`config.mk`:
```
export PLATFORM = sky130hd
export DESIGN_NAME = mem_arbiter
export DESIGN_NICKNAME = d
export VERILOG_FILES = /design/src/rtl/mem_arbiter_pkg.sv /design/src/rtl/mem_tag_table.sv /design/src/rtl/mem_arbiter.sv
export SDC_FILE = /design/constraint.sdc
export NUM_CORES = 1
export LEC_CHECK = 0
export BUFFER_PORTS_ARGS = -buffer_cell sky130_fd_sc_hd__buf_2
export CAP_MARGIN = 25
export CORE_AREA = 10 10 206 208
export CTS_BUF_LIST = sky130_fd_sc_hd__clkbuf_8
export DETAILED_ROUTE_END_ITERATION = 16
export DIE_AREA = 0 0 216 218
export MAX_ROUTING_LAYER = met4
export PLACE_DENSITY_LB_ADDON = 0.15
export SKIP_LAST_GASP = 1
export SLEW_MARGIN = 20
export SYNTH_ARGS = -nofsm -noshare
export SYNTH_HDL_FRONTEND = slang
export SYNTH_SLANG_ARGS = --single-unit
```
`constraint.sdc`:
```
create_clock -name clk -period 5.7 [get_ports clk]
set_input_delay 0.285 -clock clk [delete_from_list [all_inputs] [get_ports clk]]
set_output_delay 0.285 -clock clk [all_outputs]
set_load 0.03 [all_outputs]
```
`src/rtl/mem_arbiter_pkg.sv`:
```
// Shared bus command encodings, tag geometry and helpers for the
// Icache/Dcache memory-port arbiter.
package mem_arbiter_pkg;

    localparam int TAG_W   = 4;
    localparam int TAG_NUM = 16;
    localparam int CNT_W   = 5;

    typedef enum logic [1:0] {
        BUS_NONE  = 2'd0,
        BUS_LOAD  = 2'd1,
        BUS_STORE = 2'd2
    } bus_cmd_e;

    typedef enum logic {
        OWNER_I = 1'b0,
        OWNER_D = 1'b1
    } owner_e;

    function automatic logic [CNT_W-1:0] popcount(input logic [TAG_NUM-1:0] v);
        logic [CNT_W-1:0] c;
        c = '0;
        for (int i = 0; i < TAG_NUM; i++) begin
            c = c + CNT_W'(v[i]);
        end
        return c;
    endfunction

endpackage

```
`src/rtl/mem_tag_table.sv`:
```
// Outstanding-load tag table: per-tag valid/owner/squash state with
// allocate, clear, flush-squash, combinational lookup and a registered count.
module mem_tag_table
    import mem_arbiter_pkg::*;
(
    input  logic             clk,
    input  logic             rst,
    input  logic             alloc_en,
    input  logic [TAG_W-1:0] alloc_tag,
    input  owner_e           alloc_owner,
    input  logic             clear_en,
    input  logic [TAG_W-1:0] clear_tag,
    input  logic             flush_i,
    input  logic [TAG_W-1:0] lookup_tag,
    output logic             lookup_valid,
    output owner_e           lookup_owner,
    output logic             lookup_squash,
    output logic [CNT_W-1:0] count_o
);

    logic             valid_q  [TAG_NUM];
    logic             valid_d  [TAG_NUM];
    logic             squash_q [TAG_NUM];
    logic             squash_d [TAG_NUM];
    owner_e           owner_q  [TAG_NUM];
    owner_e           owner_d  [TAG_NUM];
    logic [TAG_NUM-1:0] valid_d_vec;
    logic [CNT_W-1:0] count_q;

    genvar gi;
    generate
        for (gi = 0; gi < TAG_NUM; gi++) begin : g_entry
            // Order matters: squash, then the return clear, then a new
            // allocation of the same tag overrides both.
            always_comb begin
                valid_d[gi]  = valid_q[gi];
                owner_d[gi]  = owner_q[gi];
                squash_d[gi] = squash_q[gi];
                if (flush_i && valid_q[gi] && owner_q[gi] == OWNER_I) begin
                    squash_d[gi] = 1'b1;
                end
                if (clear_en && clear_tag == TAG_W'(gi)) begin
                    valid_d[gi]  = 1'b0;
                    squash_d[gi] = 1'b0;
                end
                if (alloc_en && alloc_tag == TAG_W'(gi)) begin
                    valid_d[gi]  = 1'b1;
                    owner_d[gi]  = alloc_owner;
                    squash_d[gi] = 1'b0;
                end
            end
            assign valid_d_vec[gi] = valid_d[gi];
        end
    endgenerate

    always_ff @(posedge clk or negedge rst) begin
        if (!rst) begin
            for (int i = 0; i < TAG_NUM; i++) begin
                valid_q[i]  <= 1'b0;
                squash_q[i] <= 1'b0;
                owner_q[i]  <= OWNER_I;
            end
            count_q <= '0;
        end else begin
            for (int i = 0; i < TAG_NUM; i++) begin
                valid_q[i]  <= valid_d[i];
                squash_q[i] <= squash_d[i];
                owner_q[i]  <= owner_d[i];
            end
            count_q <= popcount(valid_d_vec);
        end
    end

    assign lookup_valid  = valid_q[lookup_tag];
    assign lookup_owner  = owner_q[lookup_tag];
    assign lookup_squash = squash_q[lookup_tag];
    assign count_o       = count_q;

endmodule

```
`src/rtl/mem_arbiter.sv`:
```
// Arbitrates the single processor-memory port between Icache and Dcache,
// bounds Icache starvation, and routes tagged load returns to their owner.
module mem_arbiter
    import mem_arbiter_pkg::*;
#(
    parameter int STARVE_LIMIT = 4
) (
    input  logic              clk,
    input  logic              rst,
    input  logic              icache_req_i,
    input  logic [63:0]       icache_addr_i,
    input  logic              icache_flush_i,
    output logic              icache_ack_o,
    output logic [TAG_W-1:0]  icache_resp_tag_o,
    output logic [TAG_W-1:0]  icache_tag_o,
    output logic [63:0]       icache_data_o,
    input  logic              dcache_req_i,
    input  logic [1:0]        dcache_cmd_i,
    input  logic [63:0]       dcache_addr_i,
    input  logic [63:0]       dcache_data_i,
    output logic              dcache_ack_o,
    output logic [TAG_W-1:0]  dcache_resp_tag_o,
    output logic [TAG_W-1:0]  dcache_tag_o,
    output logic [63:0]       dcache_data_o,
    output logic [1:0]        proc2mem_command,
    output logic [63:0]       proc2mem_addr,
    output logic [63:0]       proc2mem_data,
    input  logic [TAG_W-1:0]  mem2proc_response,
    input  logic [TAG_W-1:0]  mem2proc_tag,
    input  logic [63:0]       mem2proc_data,
    output logic [CNT_W-1:0]  outstanding_cnt_o,
    output logic              proto_err_o
);

    localparam int SC_W = $clog2(STARVE_LIMIT + 1);
    localparam logic [SC_W-1:0] LIMIT = SC_W'(STARVE_LIMIT);

    logic [SC_W-1:0] starve_cnt_q, starve_cnt_d;
    logic            proto_err_q, proto_err_d;
    logic            grant_i, grant_d, accepted;
    logic            alloc_en, ret_hit, deliver;
    owner_e          alloc_owner, lk_owner;
    logic            lk_valid, lk_squash;

    always_comb begin
        // Grants are qualified by reset so every output reads 0 while held.
        grant_i  = rst && icache_req_i && !icache_flush_i &&
                   (starve_cnt_q == LIMIT || !dcache_req_i);
        grant_d  = rst && dcache_req_i && !grant_i;
        accepted = (grant_i || grant_d) && mem2proc_response != '0;

        proc2mem_command = BUS_NONE;
        proc2mem_addr    = '0;
        proc2mem_data    = '0;
        if (grant_i) begin
            proc2mem_command = BUS_LOAD;
            proc2mem_addr    = icache_addr_i;
        end else if (grant_d) begin
            proc2mem_command = dcache_cmd_i;
            proc2mem_addr    = dcache_addr_i;
            proc2mem_data    = dcache_data_i;
        end

        icache_ack_o      = grant_i && accepted;
        dcache_ack_o      = grant_d && accepted;
        icache_resp_tag_o = icache_ack_o ? mem2proc_response : '0;
        dcache_resp_tag_o = dcache_ack_o ? mem2proc_response : '0;

        alloc_en    = accepted && (grant_i || dcache_cmd_i == BUS_LOAD);
        alloc_owner = grant_i ? OWNER_I : OWNER_D;

        ret_hit       = mem2proc_tag != '0 && lk_valid;
        deliver       = ret_hit && !lk_squash;
        icache_tag_o  = (deliver && lk_owner == OWNER_I) ? mem2proc_tag : '0;
        dcache_tag_o  = (deliver && lk_owner == OWNER_D) ? mem2proc_tag : '0;
        icache_data_o = (icache_tag_o != '0) ? mem2proc_data : '0;
        dcache_data_o = (dcache_tag_o != '0) ? mem2proc_data : '0;

        proto_err_d = proto_err_q || (mem2proc_tag != '0 && !lk_valid);

        starve_cnt_d = starve_cnt_q;
        if (icache_req_i && !icache_flush_i && grant_d) begin
            starve_cnt_d = (starve_cnt_q == LIMIT) ? starve_cnt_q
                                                   : starve_cnt_q + SC_W'(1);
        end else if (!icache_req_i || icache_ack_o) begin
            starve_cnt_d = '0;
        end
    end

    always_ff @(posedge clk or negedge rst) begin
        if (!rst) begin
            starve_cnt_q <= '0;
            proto_err_q  <= 1'b0;
        end else begin
            starve_cnt_q <= starve_cnt_d;
            proto_err_q  <= proto_err_d;
        end
    end

    mem_tag_table u_tag_table (
        .clk           (clk),
        .rst           (rst),
        .alloc_en      (alloc_en),
        .alloc_tag     (mem2proc_response),
        .alloc_owner   (alloc_owner),
        .clear_en      (ret_hit),
        .clear_tag     (mem2proc_tag),
        .flush_i       (icache_flush_i),
        .lookup_tag    (mem2proc_tag),
        .lookup_valid  (lk_valid),
        .lookup_owner  (lk_owner),
        .lookup_squash (lk_squash),
        .count_o       (outstanding_cnt_o)
    );

    assign proto_err_o = proto_err_q;

endmodule
```
==> summary.md <==
| Metric | Value |
|---|---|
| Pin count of the biggest net entering global routing | `92` |
| Cell taking the most area after synthesis | `dfrtp_1` |
| GR Overflow Total | `0` |
| Drt pass-1 iters | `5` |
| Maximum vdd drop | `approximately 0.12 mV` |
| Status | `finished clean` |
| Cell variety after synth | `54` |
| Initial Utilization | `15.91%` |
| Final setup viols | `0` |
| Wire length on met1 | `17000 microns` |
| Ys Warns | `0` |
| Fraction of layout cells with a size suffix above 1 | `54.65%` |
| CTS clk-pin slew, worst paths | `0.10 ns` |
| Final period util | `92.31%` |
| Post-synthesis sequential area ratio | `23.01%` |
| FFs w/ async S/R, synth | `100.0%` |
| Mean Syn Cell Area | `8.481 sq um` |
| Post-synth top cells | `111 x nor3_1, 73 x and2_1, 64 x a22o_1, 56 x dfrtp_1, 48 x nand4_1` |
| Total routed wirelength | `40360 microns` |
| EDFF count, synth | `0` |
| Final net count | `1502` |
| Initial antenna violation count | `17` |
| Std-Cell Rows | `72` |
| Via density | `roughly 4.5` |
| Worst Tran Pin Value | `approximately 1 ns` |
| GRT Overall Usage | `16.32%` |
| Antenna viol nets, final | `0` |
| Rel. slew slack | `32.54%` |
| DR WL met2 | `19270 microns` |
| Final slew viol count | `0` |
| Number of CTS-inserted buffers | `5` |
| Final routed DRC violation total | `0` |
| Mapped Cells | `718` |
| Delay-heaviest family, CP | `adder cells` |
| Net count after synthesis | `1006` |
| Arrival @ worst endpoint | `between 5 and 6 ns` |
| Clk buf depth | `2` |
| Post-CTS Setup Bufs | `0` |
| Number of instances resized during post-cts repair | `0` |
| Max-cap violations | `0` |
| CP Cell Sequence | `dlygate4sd3_1 > buf_2 > and3b_1 > a2bb2oi_1 > or4_1 > nand2_1 > ha_1 > inv_1 > fa_1 > fa_1 > inv_1 > fa_1 > fa_1 > inv_1 > fa_1 > fa_1 > nor2b_1 > o21a_1` |
| Full die area | `47090 sq um` |
| Largest cells by area after synthesis | `dfrtp_1 23%, a22o_1 9.2%, nor3_1 9.1%` |
| Core area | `38290 sq um` |
| Die width | `216 microns` |
| Setup TNS | `0 ns` |
| Post-placement cell count | `between 1500 and 2000` |
| Static leakage | `5.019 nW` |
| F_max | `190.1 MHz` |
| Worst Clk Skew | `0.01324 ns` |
| Endpoints failing hold | `0` |
| Buf/Inv on CP | `5` |
| Unrepaired setup endpoints after global routing | `false` |
| CP Max Fanout | `9` |
| Final min period | `5.261 ns` |
| Fill cells | `around 4300` |
| Predominant post-synthesis flop cell | `dfrtp_1` |
| Startpoint types | `input pin` |
| Most common cell in the netlist | `nor3_1` |
| Synth Register Bits | `56` |
| Max H-tree Level | `2` |
| Later-pin clock latency in the skew report | `0.32 ns` |
| Non-Filler Instances | `1746` |
| Wire per inst | `23.12 microns` |
| Clk root buf | `clkbuf_8` |
| Post-Syn Area | `slightly above 6000 sq um` |
| Number of port buffers | `552` |
| Number of global-route vias before repair | `7889` |
| Kind of critical path | `in -> reg` |
| Slowest stage delay, CP | `roughly 0.55 ns` |
| DR top layer | `met4` |
| # IOs | `553` |
| CP required | `5.96 ns` |
| Most used cell, CP | `fa_1` |
| Share of the synthesized area in the top cell type | `23.01%` |
| Vias | `7795` |
| HP Class | `in -> reg` |
| Clk sinks | `56` |
| Slowest-stage cell, CP | `or4_1` |
| CTS tree | `built` |
| Final GP Congestion | `roughly 0.87` |
| Total power per unit cell area | `204.0 nW/um^2` |
| Die height | `between 200 and 250 microns` |
| Met3 routed WL | `3525 microns` |
| Post-DP HPWL | `~34000 microns` |
| Crit path capture type | `register` |
| Global-route wire length before repair | `56880 microns` |
| Drt first-iter violations | `just over 600` |
| P&R area growth vs syn | `54.37%` |
[sequential cells by signal, summed over array words and instances, names as in the netlist]
name	flops
u_tag_table.squash_q	15
u_tag_table.count_o	5
starve_cnt_q	3
u_tag_table.valid_q	16
proto_err_o	1
u_tag_table.owner_q	16
[path summary, 6_finish.rpt]
path | from | to | slack (ns) | cells after the start
min | icache_req_i | starve_cnt_q[1]$_DFFE_PN0P_ | 0.34 | 3
min reg2reg | u_tag_table.owner_q[15]$_DFFE_PN0P_ | u_tag_table.owner_q[15]$_DFFE_PN0P_ | 0.40 | 0
max | rst | u_tag_table.count_o[4]$_DFF_PN0_ | 0.44 | 18
min in group asynchronous | rst | starve_cnt_q[2]$_DFFE_PN0P_ | 0.36 | 2
max in group asynchronous | rst | u_tag_table.valid_q[14]$_DFF_PN0_ | 4.39 | 3
max reg2reg | starve_cnt_q[0]$_DFFE_PN0P_ | u_tag_table.count_o[4]$_DFF_PN0_ | 0.50 | 18
[through the flow]
stage / total power [W] / util, % / setup slack, ns / cell area (sq um) / hold slack [ns]
after floorplan: 0.001333 / - / 0.7464 / 6090 / -0.01059
after global placement: 0.001723 / 24.09 / 0.5292 / 9221 / 0.1332
after detailed placement: 0.001716 / 24.21 / 0.4768 / 9269 / 0.1355
after CTS: 0.001954 / 24.47 / 0.3929 / 9368 / 0.3199
after global routing: 0.002087 / 24.55 / 0.1619 / 9398 / 0.3623
final: 0.001917 / 24.55 / 0.4386 / 9400 / 0.3373
[cell usage in the layout (no fill, tap or decap), types with 2 or more instances in the layout]
cell type	n
mux2_2	3
nand4_1	48
mux2i_1	14
a22o_1	64
and2_1	73
inv_1	37
nor3_1	111
buf_2	552
ha_1	7
a21o_1	11
nand3_1	3
clkbuf_8	5
diode_2	13
nand4_2	19
a211oi_1	8
nor4_1	5
buf_4	21
a311oi_1	2
fa_1	10
a21oi_1	8
o21bai_1	5
nor3_2	36
mux4_2	11
xnor2_1	2
nor2_1	8
nand2_1	32
dfrtp_1	56
nand2_2	2
a31oi_1	13
nand2b_1	7
nor2b_1	7
and3_1	6
[per-layer routing]
| metal | vias to the layer above | track usage (%) |
|---|---|---|
| met1 | 3665 | 19.64 |
| met2 | 432 | 26.99 |
| li1 | 3672 | - |
| met4 | 0 | 2.517 |
| met3 | 26 | 4.827 |
| met5 | - | - |
[layout make-up]
cell class | instances | area, sq um | share of cell area, %
clock inverter | 3 | 20.02 | 0.2130
antenna | 13 | 32.53 | 0.3461
multi-input combinational | 539 | 4116 | 43.79
timing repair buffer | 576 | 2978 | 31.68
clock buffer | 5 | 68.82 | 0.7321
inverter | 36 | 135.1 | 1.438
tap | 518 | 648.1 | 6.895
sequential | 56 | 1401 | 14.91
[what timing repair did]
item,in CTS,in global routing
hold buffers,1,0
hold endpoints to repair,3,0
setup endpoints to repair,0,0
[where the power goes]
group / leakage, nW / internal [W] / switching (W)
logic: 4.29 / 0.000406 / 0.000778
registers: 0.681 / 0.000460 / 0.0000433
clock network: 0.0456 / 0.0000863 / 0.000144
[worst register-to-register path, stage by stage, from the launching register on]
cell       delay (ns)
dfrtp_1          0.41
inv_1            0.08
ha_1             0.26
a21bo_2          0.21
a2bb2oi_1        0.11
or4_1            0.55
nand2_1          0.11
ha_1             0.23
inv_1            0.07
fa_1             0.43
fa_1             0.51
inv_1            0.06
fa_1             0.47
fa_1             0.51
inv_1            0.05
fa_1             0.40
fa_1             0.47
nor2b_1          0.13
o21a_1           0.11
[cell families (layout without fill, tap and decap cells)]
logic type | after synthesis | count (layout) | share of synthesized area, %
flip-flops | 56 | 56 | 23.01
XOR/XNOR | 2 | 2 | 0.2877
other | 0 | 13 | 0
buffers and inverters | 123 | 620 | 10.19
AND/OR/NAND/NOR | 367 | 367 | 38.22
multiplexers | 28 | 28 | 6.924
adder cells (fa/ha/maj) | 17 | 17 | 4.726
AO/OA/AOI/OAI | 125 | 125 | 16.64
(Power assumes the default switching activity.)
